===== src/rtl/bus_io_pkg.sv =====
// Shared definitions for the 65C02 I/O-page responder (bus_io_target).
// Register offsets inside the page, CTRL/STATUS bit positions, the
// access FSM state type and the default I/O page.
package bus_io_pkg;

  localparam logic [7:0] IO_PAGE_DEFAULT = 8'hD0;

  localparam logic [2:0] OFS_CNT_LO   = 3'd0;
  localparam logic [2:0] OFS_CNT_HI   = 3'd1;
  localparam logic [2:0] OFS_CTRL     = 3'd2;
  localparam logic [2:0] OFS_STATUS   = 3'd3;
  localparam logic [2:0] OFS_NMI_TRIG = 3'd4;
  localparam logic [2:0] OFS_SCRATCH  = 3'd5;
  localparam logic [2:0] OFS_WAIT     = 3'd6;
  localparam logic [2:0] OFS_PRESCALE = 3'd7;

  localparam int unsigned CTRL_RUN     = 0;
  localparam int unsigned CTRL_IRQEN   = 1;
  localparam int unsigned CTRL_ONESHOT = 2;
  localparam int unsigned STATUS_TF    = 0;

  typedef enum logic {
    ST_IDLE,
    ST_WAIT
  } bus_state_t;

endpackage


===== src/rtl/bus_io_target_if.sv =====
// CPU-side bus of the I/O-page responder.
//   AB    CPU address          DO   CPU write data     WE  write enable
//   DI    registered read data dsel DI-valid mux select
//   rdy   combinational ready (low freezes the core)
// master: the CPU side, slave: bus_io_target.
interface bus_io_target_if;
  logic [15:0] AB;
  logic [7:0]  DO;
  logic        WE;
  logic [7:0]  DI;
  logic        dsel;
  logic        rdy;

  modport master (output AB, DO, WE, input DI, dsel, rdy);
  modport slave  (input AB, DO, WE, output DI, dsel, rdy);
endinterface


===== src/rtl/bus_io_timer.sv =====
// 16-bit interval timer of the I/O page: count/reload, read shadow for
// untorn 16-bit reads, CTRL (RUN/IRQEN/ONESHOT), TF flag and irq.
// Optional prescaler enabled by defining BUS_IO_PRESCALER_EN.
// Ports:
//   clk, reset       clock, synchronous active-high reset
//   wr_en, rd_en     committed write / read to this page this cycle
//   ofs, wdata       register offset and write data
//   count, shadow    live count and latched high byte for CNT_HI reads
//   ctrl, tf         {ONESHOT,IRQEN,RUN} and timer flag
//   prescale         PRESCALE register (0 when the prescaler is absent)
//   irq              registered TF & IRQEN
module bus_io_timer
  import bus_io_pkg::*;
(
  input  logic        clk,
  input  logic        reset,
  input  logic        wr_en,
  input  logic        rd_en,
  input  logic [2:0]  ofs,
  input  logic [7:0]  wdata,
  output logic [15:0] count,
  output logic [7:0]  shadow,
  output logic [2:0]  ctrl,
  output logic        tf,
  output logic [7:0]  prescale,
  output logic        irq
);

  logic [15:0] reload;
  logic        run, irqen, oneshot;
  logic        tick, expire;

  assign ctrl   = {oneshot, irqen, run};
  assign expire = run & tick & (count == '0);

`ifdef BUS_IO_PRESCALER_EN
  logic [7:0] pcnt;

  assign tick     = (pcnt == prescale);

  always_ff @(posedge clk) begin
    if (reset) begin
      prescale <= '0;
      pcnt     <= '0;
    end else begin
      if (wr_en && ofs == OFS_PRESCALE) prescale <= wdata;
      if (!run || (wr_en && ofs == OFS_PRESCALE) || tick) pcnt <= '0;
      else                                               pcnt <= pcnt + 8'd1;
    end
  end
`else
  assign tick     = 1'b1;
  assign prescale = '0;
`endif

  always_ff @(posedge clk) begin
    if (reset) begin
      count   <= '1;
      reload  <= '1;
      shadow  <= '0;
      run     <= 1'b0;
      irqen   <= 1'b0;
      oneshot <= 1'b0;
      tf      <= 1'b0;
      irq     <= 1'b0;
    end else begin
      irq <= tf & irqen;

      // Expiry outranks a coincident write-1-to-clear.
      if (expire)
        tf <= 1'b1;
      else if (wr_en && ofs == OFS_STATUS && wdata[STATUS_TF])
        tf <= 1'b0;

      if (wr_en && ofs == OFS_CNT_LO) reload[7:0]  <= wdata;
      if (wr_en && ofs == OFS_CNT_HI) reload[15:8] <= wdata;

      if (wr_en && ofs == OFS_CNT_HI)
        count <= {wdata, reload[7:0]};
      else if (run && tick)
        count <= expire ? reload : count - 16'd1;

      if (wr_en && ofs == OFS_CTRL) begin
        run     <= wdata[CTRL_RUN];
        irqen   <= wdata[CTRL_IRQEN];
        oneshot <= wdata[CTRL_ONESHOT];
      end else if (expire && oneshot) begin
        run <= 1'b0;
      end

      if (rd_en && ofs == OFS_CNT_LO) shadow <= count[15:8];
    end
  end

endmodule


===== src/rtl/bus_io_target.sv =====
// 65C02 I/O-page responder. Decodes AB[15:8]==IO_PAGE, inserts WAIT
// wait states through rdy, registers read data into DI with dsel, owns
// the interval timer (irq) and a software-triggered nmi pulse.
// Optional PRESCALE register at offset 7 when BUS_IO_PRESCALER_EN is defined.
// Ports:
//   clk, reset   clock, synchronous active-high reset
//   bus          bus_io_target_if.slave (AB, DO, WE in; DI, dsel, rdy out)
//   irq          level interrupt request
//   nmi          NMI_LEN-cycle pulse
module bus_io_target
  import bus_io_pkg::*;
#(
  parameter logic [7:0]  IO_PAGE  = IO_PAGE_DEFAULT,
  parameter logic [1:0]  WAIT_RST = 2'd0,
  parameter int unsigned NMI_LEN  = 4
) (
  input  logic             clk,
  input  logic             reset,
  bus_io_target_if.slave   bus,
  output logic             irq,
  output logic             nmi
);

  localparam int unsigned NW = $clog2(NMI_LEN + 2);

  bus_state_t  state;
  logic [1:0]  wcnt;
  logic [1:0]  wait_q;
  logic [7:0]  scratch;
  logic [NW-1:0] ncnt;

  logic        hit, rdy_c, commit, wr, rd;
  logic [2:0]  ofs;
  logic [7:0]  rdata;
  logic        addr_unused;

  logic [15:0] count;
  logic [7:0]  shadow, prescale;
  logic [2:0]  ctrl;
  logic        tf;

  assign hit         = (bus.AB[15:8] == IO_PAGE);
  assign ofs         = bus.AB[2:0];
  assign addr_unused = ^bus.AB[7:3];

  always_comb begin
    rdy_c = 1'b1;
    if (!reset) begin
      if (state == ST_IDLE) rdy_c = !(hit && wait_q != '0);
      else                  rdy_c = (wcnt == '0);
    end
  end

  assign bus.rdy = rdy_c;
  assign commit  = hit & rdy_c & ~reset;
  assign wr      = commit & bus.WE;
  assign rd      = commit & ~bus.WE;

  bus_io_timer u_timer (
    .clk      (clk),
    .reset    (reset),
    .wr_en    (wr),
    .rd_en    (rd),
    .ofs      (ofs),
    .wdata    (bus.DO),
    .count    (count),
    .shadow   (shadow),
    .ctrl     (ctrl),
    .tf       (tf),
    .prescale (prescale),
    .irq      (irq)
  );

  always_comb begin
    rdata = '0;
    case (ofs)
      OFS_CNT_LO:   rdata = count[7:0];
      OFS_CNT_HI:   rdata = shadow;
      OFS_CTRL:     rdata = {5'b0, ctrl};
      OFS_STATUS:   rdata = {7'b0, tf};
      OFS_SCRATCH:  rdata = scratch;
      OFS_WAIT:     rdata = {6'b0, wait_q};
      OFS_PRESCALE: rdata = prescale;
      default:      rdata = '0;
    endcase
  end

  always_ff @(posedge clk) begin
    if (reset) begin
      state    <= ST_IDLE;
      wcnt     <= '0;
      wait_q   <= WAIT_RST;
      scratch  <= '0;
      bus.DI   <= '0;
      bus.dsel <= 1'b0;
      ncnt     <= '0;
      nmi      <= 1'b0;
    end else begin
      case (state)
        ST_IDLE:
          if (hit && wait_q != '0) begin
            state <= ST_WAIT;
            wcnt  <= wait_q - 2'd1;
          end
        ST_WAIT:
          if (wcnt == '0) state <= ST_IDLE;
          else            wcnt  <= wcnt - 2'd1;
        default: state <= ST_IDLE;
      endcase

      bus.dsel <= rd;
      if (rd) bus.DI <= rdata;

      if (wr && ofs == OFS_SCRATCH) scratch <= bus.DO;
      if (wr && ofs == OFS_WAIT)    wait_q  <= bus.DO[1:0];

      // ncnt runs NMI_LEN+1 .. 1: high while >=2, one forced low cycle at 1,
      // new triggers accepted only at 0.
      if (ncnt == '0) begin
        if (wr && ofs == OFS_NMI_TRIG) begin
          ncnt <= NW'(NMI_LEN + 1);
          nmi  <= 1'b1;
        end
      end else begin
        ncnt <= ncnt - NW'(1);
        nmi  <= (ncnt > NW'(2));
      end
    end
  end

endmodule

===== src/flat_wrapper.sv =====
// flat-port wrapper written by rule: the top's interface ports become plain ports
module bus_io_target_flat import bus_io_pkg::*;
#(
  parameter logic [7:0]  IO_PAGE  = IO_PAGE_DEFAULT,
  parameter logic [1:0]  WAIT_RST = 2'd0,
  parameter int unsigned NMI_LEN  = 4
)
  (clk, reset, irq, nmi, bus_AB, bus_DO, bus_WE, bus_DI, bus_dsel, bus_rdy);
  bus_io_target_if bus_i ();
  input  logic clk;
  input  logic reset;
  output logic irq;
  output logic nmi;
  input wire logic [$bits(bus_i.AB)-1:0] bus_AB;
  input wire logic [$bits(bus_i.DO)-1:0] bus_DO;
  input wire logic [$bits(bus_i.WE)-1:0] bus_WE;
  output wire logic [$bits(bus_i.DI)-1:0] bus_DI;
  output wire logic [$bits(bus_i.dsel)-1:0] bus_dsel;
  output wire logic [$bits(bus_i.rdy)-1:0] bus_rdy;
  assign bus_i.AB = bus_AB;
  assign bus_i.DO = bus_DO;
  assign bus_i.WE = bus_WE;
  assign bus_DI = bus_i.DI;
  assign bus_dsel = bus_i.dsel;
  assign bus_rdy = bus_i.rdy;
  bus_io_target #(.IO_PAGE(IO_PAGE), .WAIT_RST(WAIT_RST), .NMI_LEN(NMI_LEN)) u_core (.clk(clk), .reset(reset), .bus(bus_i), .irq(irq), .nmi(nmi));
endmodule

===== config.mk =====
export PLATFORM = sky130hd
export DESIGN_NAME = bus_io_target_flat
export DESIGN_NICKNAME = d
export VERILOG_FILES = /design/src/rtl/bus_io_pkg.sv /design/src/rtl/bus_io_target_if.sv /design/src/rtl/bus_io_timer.sv /design/src/rtl/bus_io_target.sv /design/src/flat_wrapper.sv
export SDC_FILE = /design/constraint.sdc
export NUM_CORES = 1
export LEC_CHECK = 0
export BUFFER_PORTS_ARGS = -buffer_cell sky130_fd_sc_hd__buf_2
export CAP_MARGIN = 25
export CORE_UTILIZATION = 40
export DETAILED_ROUTE_END_ITERATION = 10
export PLACE_DENSITY = 0.63
export SYNTH_ARGS = -nofsm -noshare
export SYNTH_HDL_FRONTEND = slang
export SYNTH_SLANG_ARGS = --single-unit

===== constraint.sdc =====
create_clock -name clk -period 5 [get_ports clk]
set_input_delay 0.5 -clock clk [delete_from_list [all_inputs] [get_ports clk]]
set_output_delay 0.5 -clock clk [all_outputs]
set_load 0.005 [all_outputs]

==> results.sh <==
export IMPL_drc=0
export IMPL_num_vias=3128
export IMPL_synth_most_common_cell="dfxtp_1"
export IMPL_dp_hpwl_um=6235
export IMPL_place_congestion=0.8485
export IMPL_row_count=33
export IMPL_antenna_cells=0
export IMPL_crit_fanout=29
export IMPL_rsz0062_at_grt="false"
export IMPL_ff_latch_area_mm2=0.001421
export IMPL_routed_wl_um=8942
export IMPL_maxSlewHeadroom_pct=38.85
export IMPL_synth_top_area_share_pct=40.51
export IMPL_yosys_top_cells_count="71 x dfxtp_1, 49 x nor2_1, 33 x mux2i_1, 33 x nand2_1, 32 x a21oi_1"
export IMPL_synth_seq_cells=71
export IMPL_via_per_inst=5.782
export IMPL_hold_viol=0
export IMPL_fmax_mhz=385.3
export IMPL_fp_dieW_um=95.66
export IMPL_worstPathCellList="buf_2, nor4b_2, o2111ai_2, nor3b_1, buf_4, mux2i_1, nor2_1"
export IMPL_worstPathArrival_ns=2.82
export IMPL_initialDrtViolationCount=197
export IMPL_antenna_left=0
export IMPL_grt_pass1_wl_um=14260
export IMPL_nets=461
export IMPL_ys_types=57
export IMPL_holdCritPathClass="input pin to register"
export IMPL_postPlaceCellArea_mm2=0.003714
export IMPL_grt_pass1_vias=2776
export IMPL_syn_area_mm2=0.003508
export IMPL_finalCritPeriodShare_pct=51.91
export IMPL_critPathLaunchType="input pin"
export IMPL_synth_net_count=441
export IMPL_io_pins=39
export IMPL_overflow=0
export IMPL_critical_path_slowest_cell="nor3b_1"
export IMPL_htree_levels=3
export IMPL_critPathKind="input pin to register"
export IMPL_port_buffers=33
export IMPL_drive_gt1_share_pct=14.68
export IMPL_p_leak_nw=1.565
export IMPL_netlist_instances=411
export IMPL_post_cts_resized=0
export IMPL_cts_tree="built"
export IMPL_yosys_warnings=0
export IMPL_fin_tns_setup_ns=0
export IMPL_antenna_found_initial=0
export IMPL_insertion_delay_ns=0.36
export IMPL_dieHeight_um=95.66
export IMPL_core_area_mm2=0.008341
export IMPL_area_delta_synth_final_pct=12.34
export IMPL_track_usage_pct=20.86
export IMPL_numCtsBuffers=9
export IMPL_clockBufferDepth=2
export IMPL_finalSetupViolCount=0
export IMPL_die_area_mm2=0.009150
export IMPL_cts_hold_buffers=0
export IMPL_stdcell_area_mm2=0.003941
export IMPL_cts_root_buf="clkbuf_8"
export IMPL_initial_core_util_pct=42.06
export IMPL_synth_avg_cell_area_um2=8.536
export IMPL_synth_async_reset_ratio_pct=0
export IMPL_cpPeakStageDelay_ns=0.70
export IMPL_outcome="finished clean"
export IMPL_worstPathRequired_ns=5.22
export IMPL_synth_edff_count=0
export IMPL_drv_cap=0
export IMPL_yosysSeqAreaShare_pct=40.51
export IMPL_drv_slew=0
export IMPL_netlist_top_cells_area="dfxtp_1 41%, mux2i_1 9.4%, nor2_1 5.2%"
export IMPL_grt_max_degree=41
export IMPL_powerDensity_mw_per_mm2=312.6
export IMPL_worst_slew_pin_slew_ns=0.9163
export IMPL_post_route_min_period_ns=2.595
export IMPL_multiInputGateArea_mm2=0.001906
export IMPL_post_cts_buffers=0
export IMPL_synth_top_area_cell="dfxtp_1"
export IMPL_vdd_drop_max_mv=0.1534
export IMPL_clk_pin_slew_ns=0.08
export IMPL_wire_per_inst_um=16.53
export IMPL_fin_worst_skew_ns=0.01072
export IMPL_fillers=836
export IMPL_drt_pass1_iter_count=5
export IMPL_end_kind="register"
export IMPL_cts_sinks=71
export IMPL_synth_top_flop_cell="dfxtp_1"
-- state kept, by name, summed over array words and instances (netlist names), 2 cells and up --
signal	cells
u_core.bus.DI	8
u_core.ncnt	3
u_core.scratch	8
u_core.u_timer.count	16
u_core.u_timer.reload	16
u_core.u_timer.shadow	8
u_core.wait_q	2
u_core.wcnt	2
-- placed cells by master, fill, tap and decap left out, drive strengths merged, types with 3 or more instances in the layout --
cell	n
o211ai	5
clkbuf	9
dfxtp	71
a211oi	11
inv	21
a31oi	4
nand3	10
a21oi	32
a22oi	6
nand3b	4
nor4	6
nor3	16
nand2	33
ha	3
o2111ai	3
o21ai	26
o31a	4
a21boi	4
nor2	49
buf	36
xnor2	4
a211o	3
mux2i	33
-- path summary, 6_finish.rpt --
path / startpoint / end / slack, ns / depth (start not counted)
worst max-delay path: reset / u_core.scratch[3]$_SDFFE_PP0P_ / 2.40 / 7
worst min-delay path: bus_DO[6] / u_core.u_timer.reload[14]$_SDFFE_PP1P_ / 0.43 / 3
worst max register to register: u_core.wait_q[0]$_SDFFE_PP0P_ / u_core.scratch[3]$_SDFFE_PP0P_ / 2.42 / 6
worst min register to register: u_core.bus.DI[5]$_SDFFE_PP0P_ / u_core.bus.DI[5]$_SDFFE_PP0P_ / 0.45 / 2
-- critical path, delay by kind of cell --
family / cells / cell delay, ns
compound gates: 1 / 0.36
buf+inv: 2 / 0.55
simple gates: 3 / 1.20
mux: 1 / 0.20
-- power breakdown --
group / switching [W] / internal, W
logic: 0.0000675 / 0.0000463
registers: 0.0000102 / 0.000579
clock network: 0.000242 / 0.000288
total: 0.000319 / 0.000913
-- layout make-up --
| class | instances | area share [%] |
|---|---|---|
| Clock buffer | 9 | 3.143 |
| Clock inverter | 7 | 2.635 |
| Inverter | 18 | 1.714 |
| Multi-Input combinational cell | 295 | 48.35 |
| Sequential cell | 71 | 36.06 |
| Tap cell | 105 | 3.333 |
| Timing Repair Buffer | 36 | 4.762 |
-- metal layers --
metal	track usage [%]	routed length [um]	part of all wire, %
met4	8.458	249	2.8
met1	28.04	4216	47
met3	5.104	523	5.8
met5	0	0	0
met2	31.85	3952	44
-- cell families after synthesis --
group / count (synthesis) / share of synthesized area [%]
AND/OR/NAND/NOR: 138 / 20.19
buffers and inverters: 45 / 5.171
multiplexers: 35 / 10.38
adder cells (fa/ha/maj): 3 / 1.070
XOR/XNOR: 5 / 1.248
flip-flops: 71 / 40.51
AO/OA/AOI/OAI: 114 / 21.43
-- metrics by stage --
stage / hold slack, ns / instances / total power [W] / setup WS [ns] / util (%)
after global placement: 0.4384 / 525 / 0.0007115 / 2.082 / 44.52
after global routing: 0.4324 / 541 / 0.001287 / 2.158 / 47.25
after floorplan: 0.4370 / 411 / 0.0006785 / 2.942 / -
final: 0.4256 / 541 / 0.001232 / 2.405 / 47.25
after CTS: 0.4248 / 541 / 0.001244 / 2.412 / 47.25
after detailed placement: 0.4407 / 525 / 0.0007159 / 2.039 / 44.52
Power figures use the tool's default switching activity.
